<file path="src/rtl/vga_sync_decoder.sv">
// Receive-side raster checker: measures line/frame periods from hsync/vsync,
// locks against the expected totals and recovers pixel coordinates once locked.
module vga_sync_decoder #(
  parameter int unsigned H_TOTAL         = 800,
  parameter int unsigned V_TOTAL         = 525,
  parameter int unsigned LOCK_FRAMES     = 2,
  parameter bit          SYNC_ACTIVE_LOW = 1'b1
) (
  input  logic        clk,
  input  logic        reset,
  input  logic        pix_en,
  input  logic        hsync,
  input  logic        vsync,
  input  logic        valid,
  output logic [9:0]  x,
  output logic [8:0]  y,
  output logic        rx_valid,
  output logic        locked,
  output logic        err,
  output logic [10:0] h_total,
  output logic [9:0]  v_total
);

  localparam int unsigned HW = 11;
  localparam int unsigned VW = 10;
  localparam int unsigned XW = 10;
  localparam int unsigned YW = 9;
  localparam int unsigned GW = 8;
  localparam logic [HW-1:0] H_MAX = '1;
  localparam logic [VW-1:0] V_MAX = '1;
  localparam logic [XW-1:0] X_MAX = '1;
  localparam logic [YW-1:0] Y_MAX = '1;

  typedef enum logic [1:0] {SEARCH, TRACK, LOCKED} state_t;

  state_t        state_q, state_d;
  logic          hs_q, hs_d, vs_q, vs_d, de_q, de_d;
  logic          h_seen_q, h_seen_d;
  logic [HW-1:0] h_cnt_q, h_cnt_d, h_total_q, h_total_d;
  logic [VW-1:0] v_cnt_q, v_cnt_d, v_total_q, v_total_d;
  logic [GW-1:0] good_q, good_d;
  logic [XW-1:0] x_q, x_d;
  logic [YW-1:0] y_q, y_d;
  logic          rx_valid_q, rx_valid_d, locked_q, locked_d, err_q, err_d;

  logic          hs_a, vs_a, hs_edge, vs_edge, fault;
  logic [VW-1:0] p_v;
  logic [GW-1:0] good_inc;

  // Sync polarity is normalised so hs_q/vs_q always hold "asserted".
  always_comb begin
    hs_a     = SYNC_ACTIVE_LOW ? ~hsync : hsync;
    vs_a     = SYNC_ACTIVE_LOW ? ~vsync : vsync;
    hs_edge  = pix_en & hs_a & ~hs_q;
    vs_edge  = pix_en & vs_a & ~vs_q;
    p_v      = (hs_edge && v_cnt_q != V_MAX) ? v_cnt_q + VW'(1) : v_cnt_q;
    good_inc = good_q + GW'(1);
    fault    = pix_en && (state_q != SEARCH) &&
               ((hs_edge && h_seen_q && h_cnt_q != HW'(H_TOTAL)) ||
                (vs_edge && p_v != VW'(V_TOTAL)) ||
                (h_cnt_q == H_MAX));
  end

  always_comb begin
    state_d    = state_q;
    hs_d       = hs_q;
    vs_d       = vs_q;
    de_d       = de_q;
    h_seen_d   = h_seen_q;
    h_cnt_d    = h_cnt_q;
    h_total_d  = h_total_q;
    v_cnt_d    = v_cnt_q;
    v_total_d  = v_total_q;
    good_d     = good_q;
    x_d        = x_q;
    y_d        = y_q;
    err_d      = 1'b0;
    rx_valid_d = pix_en & valid & (state_q == LOCKED);

    if (pix_en) begin
      hs_d = hs_a;
      vs_d = vs_a;
      de_d = valid;

      if (hs_edge) begin
        h_cnt_d   = HW'(1);
        h_total_d = h_cnt_q;
        h_seen_d  = 1'b1;
        if (v_cnt_q != V_MAX) v_cnt_d = v_cnt_q + VW'(1);
      end else if (h_cnt_q != H_MAX) begin
        h_cnt_d = h_cnt_q + HW'(1);
      end

      // A coincident hs edge belongs to the frame that is ending.
      if (vs_edge) begin
        v_cnt_d   = '0;
        v_total_d = p_v;
      end

      if (valid) begin
        x_d = !de_q ? '0 : (x_q == X_MAX) ? x_q : x_q + XW'(1);
      end
      if (vs_edge) begin
        y_d = '0;
      end else if (!valid && de_q && y_q != Y_MAX) begin
        y_d = y_q + YW'(1);
      end

      unique case (state_q)
        SEARCH: begin
          if (vs_edge) begin
            state_d = TRACK;
            good_d  = '0;
          end
        end
        TRACK: begin
          if (fault) begin
            state_d  = SEARCH;
            err_d    = 1'b1;
            h_seen_d = 1'b0;
          end else if (vs_edge) begin
            good_d = good_inc;
            if (good_inc >= GW'(LOCK_FRAMES)) state_d = LOCKED;
          end
        end
        LOCKED: begin
          if (fault) begin
            state_d  = SEARCH;
            err_d    = 1'b1;
            h_seen_d = 1'b0;
          end
        end
        default: state_d = SEARCH;
      endcase
    end

    locked_d = (state_d == LOCKED);
  end

  always_ff @(posedge clk or negedge reset) begin
    if (!reset) begin
      state_q    <= SEARCH;
      hs_q       <= 1'b0;
      vs_q       <= 1'b0;
      de_q       <= 1'b0;
      h_seen_q   <= 1'b0;
      h_cnt_q    <= '0;
      h_total_q  <= '0;
      v_cnt_q    <= '0;
      v_total_q  <= '0;
      good_q     <= '0;
      x_q        <= '0;
      y_q        <= '0;
      rx_valid_q <= 1'b0;
      locked_q   <= 1'b0;
      err_q      <= 1'b0;
    end else begin
      state_q    <= state_d;
      hs_q       <= hs_d;
      vs_q       <= vs_d;
      de_q       <= de_d;
      h_seen_q   <= h_seen_d;
      h_cnt_q    <= h_cnt_d;
      h_total_q  <= h_total_d;
      v_cnt_q    <= v_cnt_d;
      v_total_q  <= v_total_d;
      good_q     <= good_d;
      x_q        <= x_d;
      y_q        <= y_d;
      rx_valid_q <= rx_valid_d;
      locked_q   <= locked_d;
      err_q      <= err_d;
    end
  end

  assign x        = x_q;
  assign y        = y_q;
  assign rx_valid = rx_valid_q;
  assign locked   = locked_q;
  assign err      = err_q;
  assign h_total  = h_total_q;
  assign v_total  = v_total_q;

endmodule

</file>
<file path="config.mk">
export PLATFORM = sky130hd
export DESIGN_NAME = vga_sync_decoder
export DESIGN_NICKNAME = d
export VERILOG_FILES = /design/src/rtl/vga_sync_decoder.sv
export SDC_FILE = /design/constraint.sdc
export NUM_CORES = 1
export LEC_CHECK = 0
export BUFFER_PORTS_ARGS = -buffer_cell sky130_fd_sc_hd__buf_2
export CAP_MARGIN = 15
export CORE_UTILIZATION = 49
export CTS_BUF_LIST = sky130_fd_sc_hd__clkbuf_2
export CTS_CLUSTER_SIZE = 20
export DETAILED_ROUTE_END_ITERATION = 10
export MAX_ROUTING_LAYER = met4
export PLACE_DENSITY = 0.66
export SLEW_MARGIN = 20
export SYNTH_ARGS = -nofsm -noshare
export SYNTH_HDL_FRONTEND = slang
export SYNTH_SLANG_ARGS = --single-unit
</file>
<file path="constraint.sdc">
create_clock -name clk -period 5 [get_ports clk]
set_input_delay 0.25 -clock clk [delete_from_list [all_inputs] [get_ports clk]]
set_output_delay 0.25 -clock clk [all_outputs]
set_load 0.01 [all_outputs]
</file>
Word-level counts from Yosys, hierarchy flattened
Index checks and enable logic that the tools add are counted.
{"block": "word_totals", "input_bits": 6, "mem_bits_rw": 0, "mem_bits_ro": 0, "latch_bits": 0, "mem_count": 0, "wordCells": 98, "out_inout_bits": 43, "ff_bits": 78}
{"block": "classes", "n_bitwise": 10, "eq_ne": 14, "shifts": 0, "div": 0, "mux": 27, "multipliers": 0, "reduce_logical": 26, "magnitude_cmp": 1, "addsub": 5}
{"cell": "$mux W10", "count": 6}
{"cell": "$mux W8", "count": 3}
{"cell": "$mux W11", "count": 2}
{"cell": "$add A10 B1 Y10 const B", "count": 2}
{"cell": "$ne A10 B10 Y1 const B", "count": 2}
{"cell": "$mux W9", "count": 2}
{"cell": "$pmux W8 S2", "count": 1}
{"cell": "$mux W2", "count": 6}
{"cell": "$reduce_bool A2 Y1", "count": 6}
{"cell": "$add A11 B1 Y11 const B", "count": 1}
{"cell": "$eq A11 B11 Y1 const B", "count": 1}
{"cell": "$ne A11 B10 Y1 const B", "count": 1}
{"cell": "$ne A11 B11 Y1 const B", "count": 1}
{"cell": "$eq A10 B10 Y1 const B", "count": 1}
{"cell": "$add A9 B1 Y9 const B", "count": 1}
{"cell": "$ne A9 B9 Y1 const B", "count": 1}
{"cell": "$add A8 B1 Y8 const B", "count": 1}
{"cell": "$ge A8 B2 Y1 const B", "count": 1}
{"cell": "$logic_and A1 B1 Y1", "count": 8}
{"cell": "$ne A2 B2 Y1 const B", "count": 4}
{"cell": "$reduce_and A2 Y1", "count": 4}
{"cell": "$and A1 B1 Y1", "count": 6}
{"cell": "$mux W1", "count": 6}
{"cell": "$pmux W2 S3", "count": 1}
{"cell": "9 further kinds", "count": 15}

Logic depth before layout (Yosys ltp)
Gate-level depths: netlist of run 1.
{"block": "depth", "depth_word": 14, "depth_mapped": 10, "depth_no_buf": 10}

Least setup slack after synthesis of run 1
No wires, ideal clock.
{"block": "synth_path", "path_type": "reg2reg", "startpoint": "reg y_q[0], in the netlist y[0]", "endpoint": "reg y_q[7], in the netlist y[7]", "path_buffers": 0, "required_ps": 4869, "path_slack_ps": 2643, "setup_ps": 131, "arrival_time_ps": 2226, "path_stages_with_launch": 11, "synth_period_minus_slack_ps": 2357, "cell_sequence": "dfrtp_1 ha_1 and3_1 and3_1 ha_1 nor3_1 o21ai_0 nor3_1 nand3_1 xor2_1 nor2_1"}
{"block": "synth_between", "elab_chain_len": 4, "word_cells_on_any_way": 7, "cone_classes": "1 x add/sub; 1 x eq/ne; 2 x mux; 3 x reduce/logical"}
{"item": "from (decl)", "line": "43", "text": "logic [YW-1:0] y_q, y_d;"}
{"item": "from (signal assigned)", "line": "169", "text": "y_q <= y_d;"}
{"item": "branches (longest 4 deep; another with $add A9 B1 Y9)"}
Parallel ways; which one is timed is not known. The select of a mux whose other input is x is not followed.
A chain may end at the register's enable or synchronous reset.

Worst setup path after layout of run 1
{"block": "layout_path", "startpoint": "reg v_cnt_q[0]", "endpoint": "reg good_q[5]"}
{"block": "layout_between", "elab_chain_len": 10, "word_cells_on_any_way": 11, "cone_classes": "1 x add/sub; 3 x eq/ne; 1 x mux; 6 x reduce/logical"}
{"item": "from (decl)", "line": "40", "text": "logic [VW-1:0] v_cnt_q, v_cnt_d, v_total_q, v_total_d;"}
{"item": "from (signal assigned)", "line": "165", "text": "v_cnt_q <= v_cnt_d;"}
{"item": "branches (longest 2 deep; another with $add A10 B1 Y10)"}
{"item": "$mux W10 *", "line": "56", "text": "p_v = (hs_edge && v_cnt_q != V_MAX) ? v_cnt_q + VW'(1) : v_cnt_q;"}
{"item": "$ne A10 B10 Y1 *", "line": "60", "text": "(vs_edge && p_v != VW'(V_TOTAL)) ||"}
{"item": "$logic_and A1 B1 Y1 *", "line": "60"}
{"item": "$logic_or A1 B1 Y1 *", "line": "59", "text": "((hs_edge && h_seen_q && h_cnt_q != HW'(H_TOTAL)) ||"}
{"item": "$logic_or A1 B1 Y1 *", "line": "60"}
{"item": "$logic_and A1 B1 Y1 *", "line": "58", "text": "fault = pix_en && (state_q != SEARCH) &&"}
{"item": "$ne A2 B2 Y1 (no line) *"}
{"item": "$reduce_and A5 Y1 (no line) *"}
{"item": "to (signal assigned)", "line": "167", "text": "good_q <= good_d;"}
{"item": "to (decl)", "line": "41", "text": "logic [GW-1:0] good_q, good_d;"}
Mark *: on every way between the ends.

==> results of run 1 <==
==> power by group through the flow <==
stage | registers [W] | clock network [W] | logic (W)
6_report | 0.000805 | 0.000387 | 0.000365
3_5_place_dp | 0.000817 | 0 | 0.000367
2_1_floorplan | 0.000817 | 0 | 0.000237
3_3_place_gp | 0.000815 | 0 | 0.000357
4_1_cts | 0.000805 | 0.000399 | 0.000373
5_1_grt | 0.000821 | 0.000430 | 0.000425
==> sequential cells by signal, indices dropped and copies added (netlist names) <==
name	count
de_q	1
h_cnt_q	11
state_q	2
good_q	8
v_total	10
rx_valid	1
hs_q	1
v_cnt_q	10
err	1
y	9
h_total	11
locked	1
h_seen_q	1
x	10
vs_q	1
==> per-stage QoR <==
step,cells,total power [W],utilization (%)
after CTS,582,0.00158,58.0
after detailed placement,562,0.00118,55.7
final,582,0.00156,58.0
after floorplan,425,0.00105,-
after global routing,582,0.00168,58.0
after global placement,562,0.00117,55.7
==> synth_stat cells, types with 2 or more instances <==
cell / number / area share, %
a211oi_1: 2 / 0.37
a211oi_2: 2 / 0.61
a21oi_1: 5 / 0.61
a22o_1: 2 / 0.43
a31oi_1: 2 / 0.31
a41oi_1: 2 / 0.43
and2_1: 6 / 0.92
and3_1: 14 / 2.1
and4_1: 8 / 1.7
buf_2: 4 / 0.49
clkbuf_1: 8 / 0.74
dfrtp_1: 78 / 48
ha_1: 12 / 3.7
inv_1: 11 / 1.0
mux2i_1: 7 / 1.7
nand2_1: 72 / 6.6
nand2b_1: 4 / 0.61
nand3_1: 23 / 2.8
nand3_2: 2 / 0.49
nand4_1: 5 / 0.77
nor2_1: 40 / 3.7
nor2b_1: 4 / 0.61
nor3_1: 5 / 0.61
o211ai_1: 2 / 0.37
o21a_1: 2 / 0.37
o21ai_0: 32 / 3.9
o21ai_1: 4 / 0.49
o31ai_1: 6 / 1.1
o41ai_2: 2 / 0.80
or3_1: 5 / 0.77
xnor2_1: 6 / 1.3
xor2_1: 15 / 3.2
==> kinds of logic after synthesis <==
group / Yosys count / synth area share [%]
AOI/OAI and AO/OA: 79 / 14.0
xor gates and xnor gates: 21 / 4.51
adders and majority gates: 12 / 3.68
buffers and inverters: 26 / 2.70
DFF: 78 / 47.8
muxes: 8 / 1.99
and+or+nand+nor: 201 / 25.3
==> routing by layer <==
| metal | up-vias | GRT usage, % |
|---|---|---|
| met5 | - | - |
| met4 | 0 | 7.18 |
| met3 | 12 | 3.74 |
| met2 | 59 | 36.0 |
| met1 | 1557 | 27.9 |
| li1 | 1596 | - |
==> path summary, 6_finish.rpt <==
kind / startpoint / endpoint
max: v_cnt_q[0] / good_q[5]
min: pix_en / vs_q
max reg2reg: v_cnt_q[0] / good_q[5]
min reg2reg: h_total[4] / h_total[4]
max in group asynchronous: reset / v_cnt_q[7]
min in group asynchronous: reset / x[0]
==> cells in the final DEF (no fill, tap or decap), types with 2 or more instances in the layout <==
cell type       n
o41ai_2         2
a31oi_1         2
a211oi_1        2
dfrtp_1        78
bufinv_16       2
and2_1          6
a211oi_2        2
clkbuf_2       10
and4_1          8
inv_1          11
nand2b_1        4
xor2_1         15
dlygate4sd3_1   4
buf_2          47
xnor2_1         6
a22o_1          2
o21ai_1         4
a21oi_1         5
buf_4           2
nand3_2         2
nand3_1        23
ha_1           12
or3_1           5
clkinv_4        2
nand4_1         5
nor3_1          5
a41oi_1         2
o21a_1          2
and3_1         14
o31ai_1         6
nand2_1        72
nor2b_1         4
nor2_1         40
o211ai_1        2
mux2i_1         7
o21ai_0        32
==> layout make-up <==
class                   count  share of cell area, %
flip-flops and latches     78                   42.7
multi-input cells         321                   44.2
repair buffers             53                   6.35
clock inverters             6                   1.89
inverters                  12                  0.985
clock buffers              10                   1.09
well taps                 102                   2.79
==> what timing repair did <==
action,4_1_cts,5_1_grt
endpoints found under the hold margin,82,0
buffers inserted,0,0
hold buffers,4,0
==> results.md, run 1 <==
* CP max stage delay at roughly 0.48 ns
* Hold slack at between 0.15 and 0.2 ns
* Highest routed layer: met4
* Area added between synthesis and finish at 12.0%
* Dominant synthesized flop cell: dfrtp_1
* Initial DRC Count at between 150 and 200
* Crit-path leading delay family: compound AO/OA/AOI/OAI gates
* # rows at 32
* Crit path buffers/inverters at 0
* Clk slew on worst S/H paths at 0.22 ns
* Met1 WL at 4.00 mm
* Average wire per standard cell at around 15 µm
* Core area at a little under 0.008 mm²
* Via count at ~3200
* CP endpoint kind: register
* Routed vias/inst at approximately 5.5
* CP max stage cell: dfrtp_1
* Slew @ Worst Pin at slightly below 1 ns
* Clock sinks at 78
* Critical path data required time at 5.39 ns
* Hpwl dp at 5.86 mm
* Design area at approximately 0.0046 mm²
* CTS H-tree lvls at 3
* Average size of a mapped cell at between 9 and 10 µm²
* Final Hold Viols at 0
* # fillers at about 700
* Die W at slightly above 90 µm
* Fmax at 361 MHz
* Setup-failing EPs final at 0
* Worst min-delay path class: in -> reg
* Multi-input logic area at approximately 0.0020 mm²
* FFs w/ async S/R, synth at 100%
* Post-Route WL at roughly 8.4 mm
* Starting Density at just over 50%
* First-pass GRT wire length at between 10 and 15 mm
* Clk_skew at roughly 0.028 ns
* TNS Setup at 0 ns
* Cell-internal power at around 0.0010 W
* FF-to-FF path depth at 8
* Sequential area share after synthesis at between 40% and 50%
* VDD IR-drop max at roughly 150 µV
* Switching power at ~0.00052 W
* Combinational Power Share at between 20% and 30%
* Die Y at around 93 µm
* Critical path class: reg -> reg
* Yosys cell types at between 60 and 70
* Total CTS buffers at 9
* Post-Syn Area at around 0.0041 mm²
* Setup ws final at ~2.2 ns
* Run status: finished clean
* Clock Tree Root: clkbuf_2
* Mapped Nets at 443
* Max_cap viols at 0
* Iteration count of the initial detailed-routing pass at 4
* Post-place setup slack at between 2 and 2.5 ns
* Max clock buf depth at 2
* Critical path depth in cells at 8
* Synth Instances at around 430
* Hold Path Depth at 2
* # DRC at 0
* Register area at just under 0.002 mm²
* Clock power share at 24.9%
* CTS resizes at 0
* Fin crit period at 2.77 ns
* Slew HR at 33.5%
* RSZ-0062 raised after global routing: false
* Met2 wire len at 4.12 mm
* Top Ports at a little under 50
* CTS tree: yes
* Yosys synthesis warning count at 0
* Final period utilization at 55.4%
* Largest net degree at the start of global routing at 79
* Gpl congestion at around 0.84
* Sw frac at roughly 34%
* Worst skew pair latency at 0.51 ns
* Pwr dens at 341 mW/mm²
* Flops & latches, synth at 78
* GRT overflow at 0
* GRT Overall Usage at between 20% and 30%
* Final antenna-violating net count at 0
* Crit Path Max Fanout at 10
* I/O Buffers at 48
* Sequence of cells on the critical path: ha_1 > nand3_2 > o31ai_1 > mux2i_1 > a2111oi_4 > a32oi_2 > nor2_1 > a211o_1
* Die area at roughly 0.0087 mm²
* Flop pwr share at between 50 and 60%
* # nets final at around 500
* Nature of the critical path startpoint: register
* Post-synth EDFFs at 0
* Vias in the first global route at roughly 3200
* Arr. time, crit path at 3.16 ns
* Share of cells above drive strength 1 at ~18%
* Static Leakage at approximately 2.2 nW
* DP Area at between 0.004 and 0.005 mm²
* WL met3 at between 200 and 250 µm
* R2R Setup Slk at about 2.2 ns
* Antenna fix cells at 0
* Initial antenna violation count at 0
* Max Slew Vio Count at 0
Note: power is estimated with default switching activity, not from simulation.
==> inputs of run 2 (changes only) <==
- clock period: 5 -> 2.78 ns (I/O delays scaled with it)
==> results.md, run 2 (synthesis gave the netlist of run 1 again) <==
* Run status: finished clean
* Crit path buffers/inverters at 0 (unchanged)
* Initial DRC Count at 92 (-41%)
* RR Startpoint: v_cnt_q[0]
* Worst skew pair latency at 0.52 ns (about the same)
* Max clock buf depth at 2 (unchanged)
* HP Start: pix_en
* Vias in the first global route at 3122 (-1.9%)
* Crit Path Max Fanout at 10 (unchanged)
* Core area at 0.00789 mm² (unchanged)
* Clock power share at 21.9% (-3.0 points)
* Clock Tree Root: clkbuf_2
* CP endpoint kind: register
* Total power at 0.00270 W (+74%)
* Static Leakage at 2.26 nW (+1.3%)
* Fin crit period at 2.59 ns (-0.178 ns)
* Critical path data required time at 3.21 ns (-2.18 ns)
* Setup ws final at 0.189 ns (-2.04 ns)
* Commonest non-fill, non-tap cell in the layout: dfrtp_1
* R2r endpoint: good_q[5]
* Die area at 0.00870 mm² (unchanged)
* # DRC at 0 (unchanged)
* CP max stage cell: dfrtp_1
* Top Ports at 49 (unchanged)
* Nature of the critical path startpoint: register
* # rows at 32 (unchanged)
* Sw frac at 34.2% (+0.65 points)
* RSZ-0062 raised after global routing: false
* Largest net degree at the start of global routing at 79 (unchanged)
* Final antenna-violating net count at 0 (unchanged)
* Flop pwr share at 53.5% (+1.8 points)
* Total CTS buffers at 9 (unchanged)
* Hpwl dp at 5.87 mm (+0.16%)
* Switching power at 0.000925 W (+77%)
* Average wire per standard cell at 13.9 µm (-4.0%)
* Cell-internal power at 0.00178 W (+72%)
* Initial antenna violation count at 0 (unchanged)
* TNS Setup at 0 ns (unchanged)
* Iteration count of the initial detailed-routing pass at 4 (unchanged)
* Hold Path Depth at 3 (+1)
* Final Hold Viols at 0 (unchanged)
* I/O Buffers at 48 (unchanged)
* Routed vias/inst at 5.51 (-0.58%)
* Sink of the worst hold path: hs_q
* Via count at 3255 (+0.96%)
* Sequence of cells on the critical path: ha_1 > nand3_2 > o31ai_1 > mux2i_1 > a2111oi_4 > a32oi_2 > nor2_1 > a211o_1
* Post-place setup slack at 0.221 ns (-1.87 ns)
* GRT Overall Usage at 21.4% (-0.61 points)
* CP max stage delay at 0.48 ns (about the same)
* VDD IR-drop max at 316 µV (+110%)
* CTS tree: yes
* R2R Setup Slk at 0.19 ns (-2.04 ns)
* GRT overflow at 0 (unchanged)
* Final period utilization at 93.2% (+38 points)
* Antenna fix cells at 0 (unchanged)
* Critical path class: reg -> reg
* Area added between synthesis and finish at 13.0%
* Clock sinks at 78 (unchanged)
* Clk slew on worst S/H paths at 0.21 ns (about the same)
* Starting Density at 51.8% (unchanged)
* Post-CTS Setup Bufs at 0 (unchanged)
* Arr. time, crit path at 3.02 ns (-0.14 ns)
* Combinational Power Share at 24.6% (+1.2 points)
* Clk_skew at 0.0417 ns (+0.0136 ns)
* CTS H-tree lvls at 3 (unchanged)
* Max Slew Vio Count at 0 (unchanged)
* DP Area at 0.00446 mm² (+1.5%)
* Setup-failing EPs final at 0 (unchanged)
* Die Y at 93.3 µm (unchanged)
* Commonest non-fill, non-tap cells in the layout: 78 x dfrtp_1, 72 x nand2_1, 47 x buf_2, 40 x nor2_1, 32 x o21ai_0
* Share of cells above drive strength 1 at 19.2% (+1.5 points)
* Crit-path leading delay family: compound AO/OA/AOI/OAI gates
* Post-Route WL at 8.23 mm (-2.5%)
* Slew HR at 36.4% (+2.9 points)
* # nets final at 502 (+1.8%)
* Die W at 93.3 µm (unchanged)
* First-pass GRT wire length at 14.3 mm (-3.1%)
* Hold slack at 0.0966 ns (-0.0535 ns)
* Gpl congestion at 0.886 (+5.6%)
* Max_cap viols at 0 (unchanged)
* Pwr dens at 585 mW/mm² (+72%)
* Slew @ Worst Pin at 0.954 ns (-0.0403 ns)
* FF-to-FF path depth at 8 (unchanged)
* Design area at 0.00461 mm² (+0.93%)
* Worst min-delay path class: in -> reg
* Fmax at 386 MHz (+6.9%)
-- run 2: power by group through the flow --
stage	registers, W	logic [W]	clock network [W]
floorplan	0.00147	0.000426	0
global placement	0.00146	0.000651	0
detailed placement	0.00147	0.000667	0
CTS	0.00145	0.000676	0.000615
global route	0.00147	0.000757	0.000653
finish	0.00145	0.000664	0.000592
-- run 2: layout make-up --
cell class,instances,area [µm²]
Fill cell,724,3270
Multi-Input combinational cell,321,2030
Sequential cell,78,1950
Timing Repair Buffer,62,358
Tap cell,102,128
Clock buffer,11,55.1
Clock inverter,5,50.0
Inverter,12,45.0
-- run 2: repair_timing --
item	4_1_cts	5_1_grt
endpoints found under the setup margin	0	1
gates resized for setup	0	1
hold buffers	4	0
endpoints found under the hold margin	82	0
-- run 2: worst max path at each step --
stage	start	end	slack, ns	cells after the start
after global placement	v_cnt_q[0]	good_q[5]	0.31	8
after global routing	v_cnt_q[0]	good_q[5]	0.01	8
final	v_cnt_q[0]	good_q[5]	0.19	8
after detailed placement	v_cnt_q[0]	good_q[5]	0.22	8
after CTS	v_cnt_q[0]	good_q[5]	0.19	8
after floorplan	y[0]	y[7]	0.42	10
-- run 2: per-stage QoR --
stage          instances  utilization [%]
6_report             591             58.5
5_1_grt              591             58.5
2_1_floorplan        425                -
3_3_place_gp         571             56.6
4_1_cts              591             58.4
3_5_place_dp         571             56.6
-- run 2: worst register-to-register path: cells and delay by family, from the launching register on --
| kind | cells | cell delay (ns) |
|---|---|---|
| AO/OA/AOI/OAI | 4 | 1.16 |
| adder cells (fa/ha/maj) | 1 | 0.21 |
| multiplexers | 1 | 0.42 |
| flip-flops | 1 | 0.48 |
| AND/OR/NAND/NOR | 2 | 0.25 |
-- run 2: routing by layer --
| metal | global-route usage (%) | routed length, µm |
|---|---|---|
| met1 | 27.7 | 3950 |
| met2 | 34.2 | 3920 |
| met3 | 3.58 | 276 |
| met4 | 7.44 | 80 |
| met5 | - | 0 |
==> inputs of run 3 (changes only) <==
- CORE_UTILIZATION: 49 -> 50
- PLACE_DENSITY: 0.66 -> 0.67
- SETUP_SLACK_MARGIN: not set -> 0.02
==> results.md, run 3 (synthesis gave the netlist of run 1 again) <==
* Run status: finished clean
* TNS Setup at 0 ns (unchanged)
* Commonest non-fill, non-tap cell in the layout: dfrtp_1
* RR Startpoint: v_cnt_q[0]
* Initial antenna violation count at 0 (unchanged)
* CP max stage cell: dfrtp_2
* Die W at 92.4 µm (-0.99%)
* FF-to-FF path depth at 8 (unchanged)
* Clk slew on worst S/H paths at 0.23 ns (+0.02 ns)
* Dpl cells at 570 (-0.18%)
* Clock Tree Root: clkbuf_2
* Critical path class: reg -> reg
* Worst skew pair latency at 0.51 ns (about the same)
* Die Y at 92.4 µm (-0.99%)
* R2R Setup Slk at 0.21 ns (+0.02 ns)
* Final Hold Viols at 0 (unchanged)
* Crit-path leading delay family: compound AO/OA/AOI/OAI gates
* GRT Overall Usage at 20.8% (-0.56 points)
* Total power at 0.00285 W (+5.6%)
* Clk_skew at 0.0289 ns (-0.0128 ns)
* Total CTS buffers at 9 (unchanged)
* Setup ws final at 0.214 ns (+0.0245 ns)
* Commonest non-fill, non-tap cells in the layout: 77 x dfrtp_1, 72 x nand2_1, 47 x buf_2, 40 x nor2_1, 31 x o21ai_0
* Max Slew Vio Count at 0 (unchanged)
* R2r endpoint: locked
* Post-place setup slack at 0.233 ns (+0.0112 ns)
* Hpwl dp at 5.72 mm (-2.5%)
* Routed vias/inst at 5.48 (-0.51%)
* Fin crit period at 2.57 ns (-0.0245 ns)
* # nets final at 501 (-0.20%)
* Vias in the first global route at 3008 (-3.7%)
* RSZ-0062 raised after global routing: false
* Antenna fix cells at 0 (unchanged)
* Critical path depth in cells at 8 (unchanged)
* Design area at 0.00466 mm² (+1.0%)
* Die area at 0.00853 mm² (-2.0%)
* Average wire per standard cell at 14.0 µm (+0.30%)
* CTS tree: yes
* Core area at 0.00781 mm² (-1.0%)
* Setup-failing EPs final at 0 (unchanged)
* Starting Density at 52.3% (+0.53 points)
* Hold Path Depth at 3 (unchanged)
* I/O Buffers at 48 (unchanged)
* Crit Path Max Fanout at 6 (-4)
* Fmax at 390 MHz (+0.95%)
* Iteration count of the initial detailed-routing pass at 4 (unchanged)
* Area added between synthesis and finish at 14.2%
* Initial DRC Count at 112 (+22%)
* # rows at 32 (unchanged)
* Slew @ Worst Pin at 0.957 ns (+0.00276 ns)
* Clock sinks at 78 (unchanged)
* Top Ports at 49 (unchanged)
* Final antenna-violating net count at 0 (unchanged)
* Via count at 3233 (-0.68%)
* Nature of the critical path startpoint: register
* VDD IR-drop max at 311 µV (-1.5%)
* Post-CTS Setup Bufs at 0 (unchanged)
* Pwr dens at 612 mW/mm² (+4.5%)
* Post-Route WL at 8.24 mm (+0.13%)
* First-pass GRT wire length at 13.8 mm (-4.0%)
* Crit path buffers/inverters at 0 (unchanged)
* Largest net degree at the start of global routing at 79 (unchanged)
* Gpl congestion at 0.888 (+0.20%)
* HP Start: pix_en
* Critical path data required time at 3.21 ns (about the same)
* # DRC at 0 (unchanged)
* Final period utilization at 92.3% (-0.88 points)
* Max clock buf depth at 2 (unchanged)
* Critical Path Most Common Cell: a211oi_2
* CTS H-tree lvls at 3 (unchanged)
* Slew HR at 36.2% (-0.18 points)
* Share of cells above drive strength 1 at 19.7% (+0.45 points)
* Fin cells at 590 (-0.17%)
* Worst min-delay path class: in -> reg
* GRT overflow at 0 (unchanged)
* Max_cap viols at 0 (unchanged)
* Static Leakage at 2.26 nW (about the same)
* DP Area at 0.00446 mm² (-0.17%)
* CP endpoint kind: register
* Sequence of cells on the critical path: ha_1 > and4bb_2 > o311ai_1 > o221ai_1 > a211oi_2 > a211oi_2 > o41ai_2 > nor2b_1
* Sink of the worst hold path: hs_q
* CP max stage delay at 0.49 ns (about the same)
* Arr. time, crit path at 2.99 ns (-0.03 ns)
run 3: cell count changes in the layout (fill, tap and decap cells not counted), sizes merged:
| cell | change |
|---|---|
| clkbuf | -2 |
| clkinv | -2 |
| inv | +2 |
| buf | -1 |
| bufinv | +1 |
| clkinvlp | +1 |
run 3: layer usage:
layer / global-route usage (%) / wire, µm
met1: 26.8 / 3980
met2: 33.6 / 3890
met3: 4.68 / 310
met4: 5.08 / 61
met5: - / 0
run 3: worst max-delay path by stage:
stage	startpoint	to	slack, ns
floorplan	y[0]	y[7]	0.42
global placement	v_cnt_q[0]	good_q[5]	0.29
detailed placement	v_cnt_q[0]	good_q[5]	0.23
CTS	v_cnt_q[0]	good_q[5]	0.18
global route	h_cnt_q[0]	locked	0.04
finish	v_cnt_q[0]	locked	0.21
run 3: layout make-up:
class / instances / area, µm²
clock buffers: 9 / 45.0
well taps: 102 / 128
repair buffers: 61 / 350
multi-input cells: 321 / 2040
flip-flops and latches: 78 / 1950
clock inverters: 7 / 96.3
fillers: 693 / 3150
inverters: 12 / 45.0
run 3: where the power goes:
part           switching [W]  total (W)  internal [W]  leakage [nW]
logic               0.000397   0.000683      0.000285          1.14
clock network       0.000419   0.000720      0.000300        0.0766
registers           0.000162    0.00145       0.00129          1.05
total               0.000978    0.00285       0.00187          2.26
run 3: worst reg2reg max path, delay by kind of cell, from the launching register on:
family | cells | cell delay, ns
adders and majority gates | 1 | 0.23
and+or+nand+nor | 2 | 0.35
DFF | 1 | 0.49
AOI/OAI and AO/OA | 5 | 1.43
run 3: per-stage QoR:
step | utilization, % | hold WS (ns)
final | 59.7 | 0.0902
after global routing | 59.7 | 0.0574
after CTS | 59.4 | 0.0563
after detailed placement | 57.1 | 0.371
after global placement | 57.1 | 0.355
after floorplan | - | -0.157
run 3: what timing repair did:
item                                    CTS  global route
hold buffers                              4             0
gates resized for setup                   0             5
endpoints found under the hold margin    83             0
endpoints found under the setup margin    0             4
